===== src/rtl/trng_word_arbiter.sv =====
// trng_word_arbiter: packs the serial TRNG stream into WORD_W-bit words and hands them out round-robin.
// Define TRNG_HEALTH_EN to enable the repetition-count health test and the sticky FAULT state.
module trng_word_arbiter #(
    parameter int NUM_REQ     = 4,
    parameter int WORD_W      = 16,
    parameter int WARMUP_BITS = 64,
    parameter int REP_LIMIT   = 32
) (
    input  logic               clk,
    input  logic               reset,
    input  logic               trng_valid,
    input  logic               trng_bit,
    input  logic [NUM_REQ-1:0] req,
    output logic [NUM_REQ-1:0] gnt,
    output logic [WORD_W-1:0]  gnt_data,
    output logic               word_ready,
    output logic               fault
);
    localparam int PW = $clog2(NUM_REQ);
    localparam int BW = $clog2(WORD_W + 1);
    localparam int WW = $clog2(WARMUP_BITS + 1);
    typedef enum logic [1:0] {WARMUP, FILL, READY, FAULT} state_t;
    state_t              state_q;
    logic [WW-1:0]       warm_q;
    logic [BW-1:0]       bit_cnt_q;
    logic [WORD_W-1:0]   word_q, gnt_data_q;
    logic [PW-1:0]       rr_q, rr_d, win;
    logic [NUM_REQ-1:0]  gnt_q, win_oh;
    logic                word_ready_q, fault_q, fault_hit;
    // Scan downward so the requester closest to rr_q (upward, with wrap) is written last and wins.
    always_comb begin
        win = rr_q;
        for (int k = NUM_REQ - 1; k >= 0; k--)
            if (req[(int'(rr_q) + k) % NUM_REQ]) win = PW'((int'(rr_q) + k) % NUM_REQ);
        rr_d   = (win == PW'(NUM_REQ - 1)) ? '0 : win + PW'(1);
        win_oh = NUM_REQ'(1) << win;
    end
`ifdef TRNG_HEALTH_EN
    logic [7:0] run_q, run_d;
    logic       last_q;
    assign run_d     = (trng_bit != last_q) ? 8'd1 : (run_q == 8'hFF) ? run_q : run_q + 8'd1;
    assign fault_hit = trng_valid && state_q != FAULT && run_d == 8'(REP_LIMIT);
    always_ff @(posedge clk) begin
        if (reset) begin
            run_q  <= '0;
            last_q <= 1'b0;
        end else if (trng_valid && state_q != FAULT) begin
            run_q  <= run_d;
            last_q <= trng_bit;
        end
    end
`else
    assign fault_hit = 1'b0;
`endif
    always_ff @(posedge clk) begin
        if (reset) begin
            state_q      <= WARMUP;
            warm_q       <= '0;
            bit_cnt_q    <= '0;
            word_q       <= '0;
            rr_q         <= '0;
            gnt_q        <= '0;
            gnt_data_q   <= '0;
            word_ready_q <= 1'b0;
            fault_q      <= 1'b0;
        end else begin
            gnt_q      <= '0;
            gnt_data_q <= '0;
            if (fault_hit) begin
                state_q      <= FAULT;
                word_ready_q <= 1'b0;
                fault_q      <= 1'b1;
            end else begin
                case (state_q)
                    WARMUP: if (trng_valid) begin
                        warm_q <= warm_q + WW'(1);
                        if (warm_q == WW'(WARMUP_BITS - 1)) begin
                            state_q   <= FILL;
                            bit_cnt_q <= '0;
                        end
                    end
                    FILL: if (trng_valid) begin
                        word_q    <= {word_q[WORD_W-2:0], trng_bit};
                        bit_cnt_q <= bit_cnt_q + BW'(1);
                        if (bit_cnt_q == BW'(WORD_W - 1)) begin
                            state_q      <= READY;
                            word_ready_q <= 1'b1;
                        end
                    end
                    READY: if (|req) begin
                        gnt_q        <= win_oh;
                        gnt_data_q   <= word_q;
                        rr_q         <= rr_d;
                        bit_cnt_q    <= '0;
                        state_q      <= FILL;
                        word_ready_q <= 1'b0;
                    end
                    default: ;
                endcase
            end
        end
    end
    assign gnt        = gnt_q;
    assign gnt_data   = gnt_data_q;
    assign word_ready = word_ready_q;
    assign fault      = fault_q;
endmodule

===== config.mk =====
export PLATFORM = sky130hd
export DESIGN_NAME = trng_word_arbiter
export DESIGN_NICKNAME = d
export VERILOG_FILES = /design/src/rtl/trng_word_arbiter.sv
export SDC_FILE = /design/constraint.sdc
export NUM_CORES = 1
export LEC_CHECK = 0
export ABC_AREA = 1
export BUFFER_PORTS_ARGS = -buffer_cell sky130_fd_sc_hd__clkbuf_2
export CAP_MARGIN = 20
export CORE_AREA = 2 2 103 95
export CTS_BUF_LIST = sky130_fd_sc_hd__clkbuf_4 sky130_fd_sc_hd__clkbuf_8
export DETAILED_ROUTE_END_ITERATION = 10
export DIE_AREA = 0 0 105 97
export GPL_TIMING_DRIVEN = 1
export PLACE_DENSITY = 0.5
export SYNTH_ARGS = -nofsm -noshare
export SYNTH_HDL_FRONTEND = slang
export SYNTH_SLANG_ARGS = --single-unit

===== constraint.sdc =====
create_clock -name clk -period 1.7 [get_ports clk]
set_input_delay 0.085 -clock clk [delete_from_list [all_inputs] [get_ports clk]]
set_output_delay 0.085 -clock clk [all_outputs]
set_load 0.005 [all_outputs]

==> flow_summary.ini <==
[logic_synthesis]
ys_warn_count = 0
syn_inst = 283
synthSimpleGateAreaFrac_pct = 22.7
synthMuxAreaShare_pct = 0
synth_cell_types = 28
synth_fa_ha_area_share_pct = 1.77
syn-num-nets = 294
ys_async_sr_fraction_pct = 0
netlist_area_um2 = 2120
synthXorXnorAreaFrac_pct = 0.413
syn_avg_cell_area_um2 = 7.49
seq_area_frac_synth_pct = 50.1
synth_top_area_share_pct = 50.1
synth.largest_area_cell = dfxtp_1
ys.flop_type = dfxtp_1
synth_top_family_by_area = simple AND/OR/NAND/NOR gates
synth-edff-count = 0
ys_ff_latch = 53
synthTopCellsByArea = dfxtp_1 50%, nand2_1 9.9%, inv_1 7.8%, o21ai_0 5.7%, nor2_1 5.7%
synth_compound_area_share_pct = 13.1

[sta]
rsz0062_at_grt = no
clock-skew-final_ns = 0.00612
slew_violations = 0
fin_tns_setup_ns = 0
hold_viol = 0
clock.fmax_mhz = 672
fin_crit_sh_pct = 87.6
setup_viol = 0
period_minus_slack_ns = 1.49
holdWs_ns = 0.0438

[pwr]
p_total_w = 0.00203
clockPowerShare_pct = 34.6
ir_drop_v = 0.000326
p_comb_share_pct = 3.9
power_frac_seq_pct = 61.5
netSwitchingFraction_pct = 22.9
p_leak_nw = 1.09
power_density_nw_per_um2 = 818
power_switching_w = 0.000465
p_int_w = 0.00157

[clock_network]
cts-root-buf = clkbuf_8
clk_pin_slew_worst_paths_ns = 0.09
clockBufferDepth = 2
h-tree-depth = 2
tritoncts = yes
numCtsBuffers = 5
clkSinkCount = 53
clock_latency_ns = 0.31

[layout]
layoutNonFillerInstCount = 436
antenna_cells = 0
layout-drive-gt1-share_pct = 18.2
nNetsFinal = 324
areaGrowthSynthToFinish_pct = 17.2
final_cell_area_um2 = 2480

[route]
ant_nets = 0
drc = 0
vias = 1730
met2_length_um = 1650
viasPerCell = 3.97
detail_route.wl_per_cell_um = 9.02
wl_met1_um = 2030
dr.max_layer_used = met4
drt_iter0_drc = 96
dr.pass1.iters = 5
wl_met3_um = 197
drt_wl_total_um = 3930

[floorplan]
fp-row-count = 33
die_area_um2 = 10200
fp.dieH_um = 97
start_util_pct = 23.5
io-pin-count = 30
die_width_um = 105
core_area_um2 = 9000

[critical_path]
r2r-end = state_q[1]$_SDFFE_PP0P_
r2r-start = warm_q[0]$_SDFFE_PP0P_
cp-end-kind = flip-flop
crit_required_ns = 1.91
worst_r2r_path_depth = 12
cp-endpoint = state_q[1]$_SDFFE_PP0P_
startpoint = warm_q[0]$_SDFFE_PP0P_
path_max_fanout = 7
worst_setup_path_start_kind = flip-flop
r2r_setup_slack_ns = 0.21
arrival_ns = 1.70
critPathKind = flip-flop to flip-flop

[min_path]
worstHoldPathType = input pin to flip-flop

[global_route]
track_usage_pct = 8.09
grt_max_degree = 31
grt-ovfl-total = 0
grt_pass1_vias = 1566
antenna_found_initial = 0
grt_pass1_wl_um = 6800

[placement]
placed_cells = 428
gp_congestion = 0.780
dpl.hpwl_um = 2880
postPlaceCellArea_um2 = 2390
port_buffers = 28

[outcome]
status = complete, no violations

[run]
drv_cap = 0
[layer usage]
metal	global-route usage, %	vias to the layer above
li1	-	937
met1	10.2	758
met2	12.8	27
met3	2.83	8
met4	2.87	0
met5	0	-
[logic make-up (layout without fill, tap and decap cells)]
logic type,Yosys count,in the layout
other,1,1
AND/OR/NAND/NOR,112,112
XOR/XNOR,1,1
AO/OA/AOI/OAI,53,53
flip-flops,53,53
adder cells (fa/ha/maj),3,3
buffers and inverters,60,91
[state kept, by name (all words and copies together), names as in the netlist]
register / flops
rr_q: 2
state_q: 2
word_ready: 1
warm_q: 7
gnt: 4
word_q: 16
bit_cnt_q: 5
gnt_data: 16
[worst min-delay path by stage]
stage,cells after the start,to,start,slack [ns]
2_1_floorplan,1,state_q[0]$_SDFFE_PP0P_,reset,0.15
3_5_place_dp,2,state_q[0]$_SDFFE_PP0P_,reset,0.36
5_1_grt,2,state_q[0]$_SDFFE_PP0P_,reset,0.05
6_report,2,state_q[0]$_SDFFE_PP0P_,reset,0.04
3_3_place_gp,2,warm_q[0]$_SDFFE_PP0P_,reset,0.36
4_1_cts,2,state_q[0]$_SDFFE_PP0P_,reset,0.03
[critical path, stage by stage, from the launching register on]
cell	delay (ns)
dfxtp_1	0.38
ha_1	0.15
inv_1	0.06
nor3_2	0.18
nand2_1	0.09
nand2_2	0.08
nand2_4	0.08
clkinv_4	0.09
nand2_2	0.07
nand2_4	0.09
inv_2	0.04
o21ai_2	0.05
inv_2	0.03
[metrics by stage]
step | util, % | setup WS [ns]
6_report | 27.6 | 0.211
4_1_cts | 27.6 | 0.117
5_1_grt | 27.6 | 0.0845
2_1_floorplan | - | 0.344
3_3_place_gp | 26.5 | 0.135
3_5_place_dp | 26.5 | 0.121
[cell type report]
cell class              count  area, um2
well taps                 122        153
flip-flops and latches     53       1060
inverters                  52        205
repair buffers             31        163
clock buffers               5       68.8
multi-input cells         170        808
clock inverters             3       22.5
fillers                  1018       6520
[cells in the mapped netlist, types with 3 or more instances]
cell	number
nand2_1	56
dfxtp_1	53
inv_1	44
nor2_1	32
o21ai_0	24
a21oi_1	23
nand3_1	12
inv_2	6
clkbuf_1	4
ha_1	3
nand2_2	3
nor3_1	3
o21ai_1	3
[cell usage in the layout (no fill, tap or decap), types with 5 or more instances in the layout]
master	netlist	layout
dfxtp_1	53	52
nand3_1	12	12
nand2_1	56	56
o21ai_0	24	24
a21oi_1	23	23
clkbuf_2	0	28
nor2_1	32	32
inv_1	44	44
inv_2	6	6
clkbuf_8	0	5
[power by group through the flow]
| stage | registers [W] | logic (W) | clock network (W) |
|---|---|---|---|
| final | 0.00125 | 0.0000786 | 0.000703 |
| after CTS | 0.00125 | 0.0000789 | 0.000741 |
| after global routing | 0.00125 | 0.0000908 | 0.000785 |
| after global placement | 0.00128 | 0.0000769 | 0 |
| after detailed placement | 0.00128 | 0.0000787 | 0 |
| after floorplan | 0.00128 | 0.0000552 | 0 |
[timing repair]
item | CTS | global route
hold buffers | 0 | 0
buffers inserted | 0 | 0
gates resized for setup | 0 | 1
setup endpoints to repair | 0 | 4
No activity file was read; power rests on OpenSTA's default activity.
